**src/rtl/regm_pkg.sv**
```systemverilog
// Shared types and sizes for the integer register file and its hazard scoreboard.
package ecap5_dproc_pkg;

    localparam int NB_REGS = 32;

    typedef logic [4:0]  reg_addr_t;
    typedef logic [31:0] reg_data_t;

endpackage

```
**src/rtl/regm_if.sv**
```systemverilog
// Decode read ports, reservation handshake and write-back bus of the register file.
interface regm_if;
    import ecap5_dproc_pkg::*;

    reg_addr_t rs1_addr_i;
    reg_addr_t rs2_addr_i;
    reg_data_t rs1_data_o;
    reg_data_t rs2_data_o;
    logic      rs1_pending_o;
    logic      rs2_pending_o;
    logic      reserve_valid_i;
    reg_addr_t reserve_addr_i;
    logic      reserve_ready_o;
    logic      wb_valid_i;
    logic      wb_write_i;
    reg_addr_t wb_addr_i;
    reg_data_t wb_data_i;

    modport master (
        output rs1_addr_i, rs2_addr_i, reserve_valid_i, reserve_addr_i,
               wb_valid_i, wb_write_i, wb_addr_i, wb_data_i,
        input  rs1_data_o, rs2_data_o, rs1_pending_o, rs2_pending_o, reserve_ready_o
    );

    modport slave (
        input  rs1_addr_i, rs2_addr_i, reserve_valid_i, reserve_addr_i,
               wb_valid_i, wb_write_i, wb_addr_i, wb_data_i,
        output rs1_data_o, rs2_data_o, rs1_pending_o, rs2_pending_o, reserve_ready_o
    );

endinterface

```
**src/rtl/regm_scoreboard.sv**
```systemverilog
// Per-register in-flight write counters with saturating reserve and clamped release.
// REGM_BYPASS_EN makes pending reflect a same-cycle release.
module regm_scoreboard
    import ecap5_dproc_pkg::*;
#(
    parameter int PENDING_W = 2
) (
    input  logic      clk_i,
    input  logic      rst_ni,
    input  logic      i_reserve_valid,
    input  reg_addr_t i_reserve_addr,
    output logic      o_reserve_ready,
    input  logic      i_release_valid,
    input  reg_addr_t i_release_addr,
    input  reg_addr_t i_rs1_addr,
    input  reg_addr_t i_rs2_addr,
    output logic      o_rs1_pending,
    output logic      o_rs2_pending
);

    localparam logic [PENDING_W-1:0] CNT_MAX = '1;
    localparam logic [PENDING_W-1:0] CNT_ONE = PENDING_W'(1);

    logic [PENDING_W-1:0] r_count [NB_REGS];
    logic [NB_REGS-1:0]   w_inc;
    logic [NB_REGS-1:0]   w_dec;
    logic                 w_reserve_fire;

    function automatic logic isPending(reg_addr_t a, logic [PENDING_W-1:0] cnt,
                                       logic rel_valid, reg_addr_t rel_addr);
        logic pend;
        pend = (a != '0) && (cnt != '0);
`ifdef REGM_BYPASS_EN
        if (rel_valid && (rel_addr == a) && (cnt == CNT_ONE)) begin
            pend = 1'b0;
        end
`else
        if (rel_valid && (rel_addr == a) && 1'b0) begin
            pend = 1'b0;
        end
`endif
        return pend;
    endfunction

    // A release of the same register frees the slot the reservation needs.
    always_comb begin
        o_reserve_ready = (r_count[i_reserve_addr] != CNT_MAX) ||
                          (i_release_valid && (i_release_addr == i_reserve_addr));
        w_reserve_fire  = i_reserve_valid && o_reserve_ready && (i_reserve_addr != '0);
        o_rs1_pending   = isPending(i_rs1_addr, r_count[i_rs1_addr], i_release_valid, i_release_addr);
        o_rs2_pending   = isPending(i_rs2_addr, r_count[i_rs2_addr], i_release_valid, i_release_addr);
        w_inc           = '0;
        w_dec           = '0;
        for (int i = 1; i < NB_REGS; i++) begin
            w_inc[i] = w_reserve_fire && (i_reserve_addr == reg_addr_t'(i));
            w_dec[i] = i_release_valid && (i_release_addr == reg_addr_t'(i));
        end
    end

    always_ff @(posedge clk_i) begin
        if (!rst_ni) begin
            for (int i = 0; i < NB_REGS; i++) begin
                r_count[i] <= '0;
            end
        end else begin
            for (int i = 0; i < NB_REGS; i++) begin
                if (w_inc[i] && !w_dec[i]) begin
                    r_count[i] <= r_count[i] + CNT_ONE;
                end else if (w_dec[i] && !w_inc[i] && (r_count[i] != '0)) begin
                    r_count[i] <= r_count[i] - CNT_ONE;
                end
            end
        end
    end

endmodule

```
**src/rtl/regm.sv**
```systemverilog
// Integer register file x0..x31 with two registered read ports and a RAW hazard scoreboard.
// REGM_BYPASS_EN forwards a same-edge write-back to the read ports.
module regm
    import ecap5_dproc_pkg::*;
#(
    parameter int PENDING_W = 2
) (
    input logic   clk_i,
    input logic   rst_ni,
    regm_if.slave bus
);

    reg_data_t r_regs [NB_REGS];
    reg_data_t r_rs1_data;
    reg_data_t r_rs2_data;
    reg_data_t w_rs1_next;
    reg_data_t w_rs2_next;
    logic      w_commit;

    assign w_commit = bus.wb_valid_i && bus.wb_write_i && (bus.wb_addr_i != '0);

    always_comb begin
        w_rs1_next = r_regs[bus.rs1_addr_i];
        w_rs2_next = r_regs[bus.rs2_addr_i];
`ifdef REGM_BYPASS_EN
        if (w_commit && (bus.wb_addr_i == bus.rs1_addr_i)) begin
            w_rs1_next = bus.wb_data_i;
        end
        if (w_commit && (bus.wb_addr_i == bus.rs2_addr_i)) begin
            w_rs2_next = bus.wb_data_i;
        end
`endif
        if (bus.rs1_addr_i == '0) begin
            w_rs1_next = '0;
        end
        if (bus.rs2_addr_i == '0) begin
            w_rs2_next = '0;
        end
    end

    always_ff @(posedge clk_i) begin
        if (!rst_ni) begin
            for (int i = 0; i < NB_REGS; i++) begin
                r_regs[i] <= '0;
            end
            r_rs1_data <= '0;
            r_rs2_data <= '0;
        end else begin
            if (w_commit) begin
                r_regs[bus.wb_addr_i] <= bus.wb_data_i;
            end
            r_rs1_data <= w_rs1_next;
            r_rs2_data <= w_rs2_next;
        end
    end

    assign bus.rs1_data_o = r_rs1_data;
    assign bus.rs2_data_o = r_rs2_data;

    regm_scoreboard #(
        .PENDING_W(PENDING_W)
    ) u_scoreboard (
        .clk_i           (clk_i),
        .rst_ni          (rst_ni),
        .i_reserve_valid (bus.reserve_valid_i),
        .i_reserve_addr  (bus.reserve_addr_i),
        .o_reserve_ready (bus.reserve_ready_o),
        .i_release_valid (w_commit),
        .i_release_addr  (bus.wb_addr_i),
        .i_rs1_addr      (bus.rs1_addr_i),
        .i_rs2_addr      (bus.rs2_addr_i),
        .o_rs1_pending   (bus.rs1_pending_o),
        .o_rs2_pending   (bus.rs2_pending_o)
    );

endmodule

```
**src/flat_wrapper.sv**
```systemverilog
// flat-port wrapper written by rule: the top's interface ports become plain ports
module regm_flat import ecap5_dproc_pkg::*;
#(
    parameter int PENDING_W = 2
)
  (clk_i, rst_ni, bus_rs1_addr_i, bus_rs2_addr_i, bus_reserve_valid_i, bus_reserve_addr_i, bus_wb_valid_i, bus_wb_write_i, bus_wb_addr_i, bus_wb_data_i, bus_rs1_data_o, bus_rs2_data_o, bus_rs1_pending_o, bus_rs2_pending_o, bus_reserve_ready_o);
  regm_if bus_i ();
  input logic clk_i;
  input logic rst_ni;
  input wire logic [$bits(bus_i.rs1_addr_i)-1:0] bus_rs1_addr_i;
  input wire logic [$bits(bus_i.rs2_addr_i)-1:0] bus_rs2_addr_i;
  input wire logic [$bits(bus_i.reserve_valid_i)-1:0] bus_reserve_valid_i;
  input wire logic [$bits(bus_i.reserve_addr_i)-1:0] bus_reserve_addr_i;
  input wire logic [$bits(bus_i.wb_valid_i)-1:0] bus_wb_valid_i;
  input wire logic [$bits(bus_i.wb_write_i)-1:0] bus_wb_write_i;
  input wire logic [$bits(bus_i.wb_addr_i)-1:0] bus_wb_addr_i;
  input wire logic [$bits(bus_i.wb_data_i)-1:0] bus_wb_data_i;
  output wire logic [$bits(bus_i.rs1_data_o)-1:0] bus_rs1_data_o;
  output wire logic [$bits(bus_i.rs2_data_o)-1:0] bus_rs2_data_o;
  output wire logic [$bits(bus_i.rs1_pending_o)-1:0] bus_rs1_pending_o;
  output wire logic [$bits(bus_i.rs2_pending_o)-1:0] bus_rs2_pending_o;
  output wire logic [$bits(bus_i.reserve_ready_o)-1:0] bus_reserve_ready_o;
  assign bus_i.rs1_addr_i = bus_rs1_addr_i;
  assign bus_i.rs2_addr_i = bus_rs2_addr_i;
  assign bus_i.reserve_valid_i = bus_reserve_valid_i;
  assign bus_i.reserve_addr_i = bus_reserve_addr_i;
  assign bus_i.wb_valid_i = bus_wb_valid_i;
  assign bus_i.wb_write_i = bus_wb_write_i;
  assign bus_i.wb_addr_i = bus_wb_addr_i;
  assign bus_i.wb_data_i = bus_wb_data_i;
  assign bus_rs1_data_o = bus_i.rs1_data_o;
  assign bus_rs2_data_o = bus_i.rs2_data_o;
  assign bus_rs1_pending_o = bus_i.rs1_pending_o;
  assign bus_rs2_pending_o = bus_i.rs2_pending_o;
  assign bus_reserve_ready_o = bus_i.reserve_ready_o;
  regm #(.PENDING_W(PENDING_W)) u_core (.clk_i(clk_i), .rst_ni(rst_ni), .bus(bus_i));
endmodule
```
**config.mk**
```make
export PLATFORM = sky130hd
export DESIGN_NAME = regm_flat
export DESIGN_NICKNAME = d
export VERILOG_FILES = /design/src/rtl/regm_pkg.sv /design/src/rtl/regm_if.sv /design/src/rtl/regm_scoreboard.sv /design/src/rtl/regm.sv /design/src/flat_wrapper.sv
export SDC_FILE = /design/constraint.sdc
export NUM_CORES = 2
export LEC_CHECK = 0
export ABC_AREA = 0
export BUFFER_PORTS_ARGS = -buffer_cell sky130_fd_sc_hd__buf_2
export CORE_ASPECT_RATIO = 2
export CORE_MARGIN = 2
export CORE_UTILIZATION = 47
export CTS_BUF_LIST = sky130_fd_sc_hd__clkbuf_8
export DETAILED_ROUTE_END_ITERATION = 10
export HOLD_SLACK_MARGIN = 0.12
export PLACE_DENSITY = 0.63
export SETUP_SLACK_MARGIN = 0.02
export SYNTH_ARGS = -nofsm -noshare
export SYNTH_HDL_FRONTEND = slang
export SYNTH_SLANG_ARGS = --single-unit
```
**constraint.sdc**
```tcl
create_clock -name clk_i -period 11.1 [get_ports clk_i]
set_input_delay 0.555 -clock clk_i [delete_from_list [all_inputs] [get_ports clk_i]]
set_output_delay 0.555 -clock clk_i [all_outputs]
set_load 0.01 [all_outputs]
```
# Word level (Yosys, flattened, before mapping)
# Memories as Yosys holds them, arrays and structs flattened. A register that Yosys moved wholly into a read port is not among the register bits.
# Cells that the tools add are included.
dict set report totals {
  ff_bits 0
  ramBits 1088
  inputBits 57
  out_inout_bits 67
  word_cells 744
  memories 2
}
dict set report op_classes {
  addsub 62
  n_eq_ne 64
  n_mux 286
  bitwise 63
  reduce_logical 267
}
# name depth width read_ports rd_clocked_by_memory_dff write_ports line
set memory_table {}
lappend memory_table {u_core.r_regs 32 32 2 2 32 regm.sv:13} ;# reg_data_t r_regs [NB_REGS];
lappend memory_table {u_core.u_scoreboard.r_count 32 2 34 0 32 regm_scoreboard.sv:24} ;# logic [PENDING_W-1:0] r_count [NB_REGS];
# operator count
set op_table {}
lappend op_table {{$mux W1} 222}
lappend op_table {{$logic_and A1 B1 Y1} 162}
lappend op_table {{$eq A5 B5 Y1 const B} 32}
lappend op_table {{$mux W2} 62}
lappend op_table {{$eq A5 B4 Y1 const B} 16}
lappend op_table {{$reduce_bool A2 Y1} 33}
lappend op_table {{$add A2 B1 Y2 const B} 31}
lappend op_table {{$logic_not A1 Y1} 62}
lappend op_table {{$or A1 B1 Y1} 62}
lappend op_table {{$sub A2 B1 Y2 const B} 31}
lappend op_table {{$eq A5 B3 Y1 const B} 8}
lappend op_table {{$mux W32} 1}
lappend op_table {{$reduce_or A32 Y1} 1}
lappend op_table {{$eq A5 B2 Y1 const B} 4}
lappend op_table {{$reduce_bool A5 Y1} 4}
lappend op_table {{$eq A5 B1 Y1 const B} 2}
lappend op_table {{$logic_not A5 Y1} 2}
lappend op_table {{$eq A5 B5 Y1} 1}
lappend op_table {{$mux W5} 1}
lappend op_table {{$reduce_or A2 Y1} 2}
lappend op_table {{$ne A2 B2 Y1 const B} 1}
lappend op_table {{$logic_or A1 B1 Y1} 1}
lappend op_table {{$not A1 Y1} 1}

# Longest topological paths before layout
dict set report depth {
  depth_word 15
  depth_mapped 11
  ltp_nobuf 7
}

# By module
# A second synthesis with hierarchy kept.
dict set report unflattened {
  hier_cells 4179
  hier_area_um2 61116.1
}
# module instances cells_each area_per_inst_um2 seq_area_each_um2
set modules_own_cells {}
lappend modules_own_cells {regm 1 3552 55609.6 32030.7}
lappend modules_own_cells {regm_scoreboard 1 627 5506.5 1861.8}

# Worst setup path before layout
# Ideal clock, no wire load.
dict set report synth_timing {
  path_kind {input to register}
  startpoint {input bus_wb_addr_i[0]}
  endpoint {memory u_core.u_scoreboard.r_count[2][1] (data pin)}
  setup_time_ps 254
  arrival_time_ps 4274
  required_time_ps 10846
  slack_ps 6572
  path_stages 8
  path_buffers 2
  path_cell_list {clkbuf_1 or2_2 clkbuf_1 nand4_1 o21ai_0 or3_1 o21ai_0 a21o_1}
}
# element line
set synth_lines {}
lappend synth_lines {{start: declaration} flat_wrapper.sv:16} ;# input wire logic [$bits(bus_i.wb_addr_i)-1:0] bus_wb_addr_i;
lappend synth_lines {{end: declaration} regm_scoreboard.sv:24}

# Final worst setup path
dict set report layout_timing {
  startpoint {input bus_rs1_addr_i[3]}
  endpoint {output bus_rs1_pending_o}
}
dict set report layout_via {
  elab_chain_len 3
  word_cells_on_any_way 4
  classes_between {reduce/logical: 3; memory: 1}
}
# element line
set layout_rtl {}
lappend layout_rtl {{start: declaration} flat_wrapper.sv:10} ;# input wire logic [$bits(bus_i.rs1_addr_i)-1:0] bus_rs1_addr_i;
lappend layout_rtl {{$mem_v2 Z32 W2} --}
lappend layout_rtl {{$reduce_bool A2 Y1} regm_scoreboard.sv:32} ;# pend = (a != '0) && (cnt != '0);
lappend layout_rtl {{$logic_and A1 B1 Y1 *} regm_scoreboard.sv:32}
lappend layout_rtl {{end: declaration} flat_wrapper.sv:20} ;# output wire logic [$bits(bus_i.rs1_pending_o)-1:0] bus_rs1_pending_o;
# Mark *: on every way between the ends. The rest lies on a longest branch, timed or not.

==> reports/qor.yml <==
status:
  status: "finished, final reports clean"
floorplanning:
  core.rowCount: 186
  core_mm2: 0.128
  initial_core_util_pct: 47.3
  die_h_um: 512
  dieWidth_um: 258
  io-pin-count: 124
  dieArea_mm2: 0.132
detailed_routing:
  wire_per_inst_um: 37.3
  postRouteAntennaNets: 0
  drc: 0
  drt_iter0_markers: 5303
  vias: 39009
  vias_per_cell: 6.76
  drt-total-wl_mm: 215
  first_pass_iters: 6
sta:
  holdWs_ps: 231
  final_hold_viol_count: 0
  slew_viol_final: 0
  fin_crit_ps: 4220
  grt_setup_unrepaired: "false"
  slew_headroom_pct: 26.3
  tightest_slew_ps: 1110
  setup_viol: 0
  fmax_mhz: 237
  setup_tns_ps: 0
  period_share_pct: 38.0
  finClkSkew_ps: 31.4
synthesis:
  yosys-top-cells-area: "edfxtp_1, mux4_2, and2_1, dfxtp_1, clkbuf_1"
  yosys.area_share.simple_pct: 13.5
  synth_cells: 3922
  synth_top_family_by_area: "multiplexers"
  syn_area_mm2: 0.0608
  synth.mux.area_fraction_pct: 25.7
  async_flop_share_pct: 0
  synth_compound_area_share_pct: 2.26
  synth_top_cell_by_area: "edfxtp_1"
  synth_flop_cell: "edfxtp_1"
  synth-adder-area-share_pct: 0.0206
  synth_cell_types: 65
  synth_edf_count: 1086
  synth_xor_area_share_pct: 0.0577
  ys_seq_area_share_pct: 55.8
  yosys_warnings: 0
  syn_area_per_cell_um2: 15.5
  ys_ff_latch: 1150
  synth_top_area_share_pct: 53.7
clock_tree:
  cts_resized: 0
  clkTransAtPathRegs_ps: 60
  post_cts_buffers: 0
  clk_latency_ps: 890
  cts_tree: "built"
  cts_max_path_buffers: 3
  numCtsBuffers: 165
  cts_hold_buf: 0
  cts_htree_levels: 4
  cts.sinks: 1150
  cts_root_buf: "clkbuf_8"
place:
  gp_congestion: 0.889
  dp.final_hpwl_mm: 113
  io_buffers: 123
  numPlacedInstances: 5456
grt:
  antenna_found_initial: 26
  grt_pass1_wl_mm: 298
  grt_max_degree: 115
  overflow: 0
  grt_pass1_vias: 40215
  track_usage_pct: 32.8
worst_setup_path:
  cp.arrival_ps: 3660
  crit_type: "input port to output port"
  crit_path_max_fanout: 42
  cp-end-kind: "output port"
  worstRegToRegCells: 7
  cp.required_ps: 10550
  cp_num_buf_inv: 3
  cp_top_family: "buffers and inverters"
  crit_chain: "buf_4, buf_4, mux4_2, mux4_2, a21oi_1, buf_2"
  crit_slowest_cell: "buf_4"
  slowest_delay_ps: 770
  start_kind: "input port"
  cp.depth: 6
final_layout:
  layout-drive-gt1-share_pct: 28.8
  fin_nets: 3989
  final_cells: 5773
  area_growth_pct: 9.20
  final_core_util_pct: 51.6
power_and_ir_drop:
  p_total_w: 0.00964
  power_density_mw_per_mm2: 145
  ir_worst_vdd_uv: 106
  p_leak_nw: 22.9
run:
  max_cap_viol_count: 0
worst_hold_path:
  whs_path_depth: 3
  hold_class: "input port to register"
-- report_power, final --
| group | switching, W | internal (W) | leakage, nW |
|---|---|---|---|
| Sequential | 0.000140 | 0.00500 | 10.9 |
| Combinational | 0.000685 | 0.000531 | 10.2 |
| Clock | 0.00173 | 0.00156 | 1.79 |
| Total | 0.00255 | 0.00708 | 22.9 |
-- synthesized netlist by cell type, types with 5 or more instances --
cell type and number:
a211oi_1 21, a21oi_1 33, a31oi_1 5, and2_1 900
and3_1 98, buf_1 45, buf_2 35, clkbuf_1 322
dfxtp_1 64, edfxtp_1 1086, inv_1 15, mux2i_1 68
mux4_2 660, nand2_1 77, nand2b_1 21, nand3_1 44
nand4_1 7, nor2_1 169, nor2b_1 29, nor3_1 25
o211ai_1 26, o21ai_0 38, o21bai_1 5, o221ai_1 15
o311ai_0 11, o31ai_1 8, or2_2 6, or3_1 13
or4_1 9
-- layout by cell type (no fill, tap or decap), types with 6 or more instances in the layout --
| master | n |
|---|---|
| nor3_1 | 23 |
| nor2b_1 | 29 |
| conb_1 | 32 |
| and2_1 | 900 |
| nand2_2 | 17 |
| o21ai_4 | 12 |
| mux2i_1 | 68 |
| o211ai_1 | 26 |
| o31ai_1 | 8 |
| nor2_1 | 141 |
| nand2_1 | 60 |
| buf_4 | 97 |
| a21oi_1 | 33 |
| clkinv_2 | 23 |
| and3_1 | 97 |
| inv_1 | 65 |
| diode_2 | 10 |
| nor2_4 | 28 |
| o311ai_0 | 11 |
| o221ai_1 | 15 |
| or3_1 | 13 |
| nand3_1 | 44 |
| or4_1 | 9 |
| o21ai_0 | 28 |
| buf_2 | 112 |
| dfxtp_1 | 64 |
| nand2b_1 | 19 |
| edfxtp_1 | 1086 |
| clkbuf_8 | 179 |
| clkinv_1 | 43 |
| nand4_1 | 7 |
| a211oi_1 | 21 |
| mux4_2 | 660 |
| or2_2 | 6 |
-- metal layers --
| layer | track usage, % | part of all wire, % | vias to the layer above |
|---|---|---|---|
| li1 | - | - | 15270 |
| met1 | 38.2 | 32 | 20216 |
| met2 | 55.1 | 50 | 2730 |
| met3 | 5.74 | 9.3 | 785 |
| met4 | 22.5 | 7.9 | 8 |
| met5 | 0 | 0.022 | - |
-- state kept, by name, indices dropped and copies added, names as in the netlist --
| signal | cells |
|---|---|
| u_core.u_scoreboard.r_count | 62 |
| u_core.bus.rs2_data_o | 32 |
| u_core.bus.rs1_data_o | 32 |
| u_core.r_regs | 1024 |
-- worst paths after layout --
path / slack [ps] / endpoint / from
max: 6880 / bus_rs1_pending_o / bus_rs1_addr_i[3]
min: 230 / u_core.bus.rs1_data_o[10] / bus_rs1_addr_i[4]
max reg2reg: 7420 / u_core.u_scoreboard.r_count[28][0] / u_core.u_scoreboard.r_count[25][0]
min reg2reg: 610 / u_core.u_scoreboard.r_count[28][0] / u_core.u_scoreboard.r_count[28][0]
-- through the flow --
stage	setup slack, ps	instance area, um^2
3_3_place_gp	6920	63200
6_report	6880	66300
4_1_cts	6970	66300
3_5_place_dp	6880	63200
2_1_floorplan	6570	60900
5_1_grt	6900	66300
-- cell type report --
class                   count  area (um^2)
clock buffers             178         2450
clock inverters           129          636
inverters                  16         63.8
diodes                     10         25.0
fillers                 10634        62100
multi-input cells        2379        25700
well taps                1692         2120
repair buffers            219         1450
flip-flops and latches   1150        33900
-- kinds of logic after synthesis --
logic type	after synthesis
adder cells (fa/ha/maj)	1
XOR/XNOR	4
flip-flops	1150
other	1
AND/OR/NAND/NOR	1416
AO/OA/AOI/OAI	194
multiplexers	732
buffers and inverters	424
-- worst reg2reg max path: stages, from the launching register on --
cell,delay [ps]
edfxtp_1,450
nand2_1,220
o211ai_1,120
o211ai_1,140
nand4_1,740
a21oi_1,1180
nand3_1,210
mux2i_1,320
No activity file was read; power rests on OpenSTA's default activity.
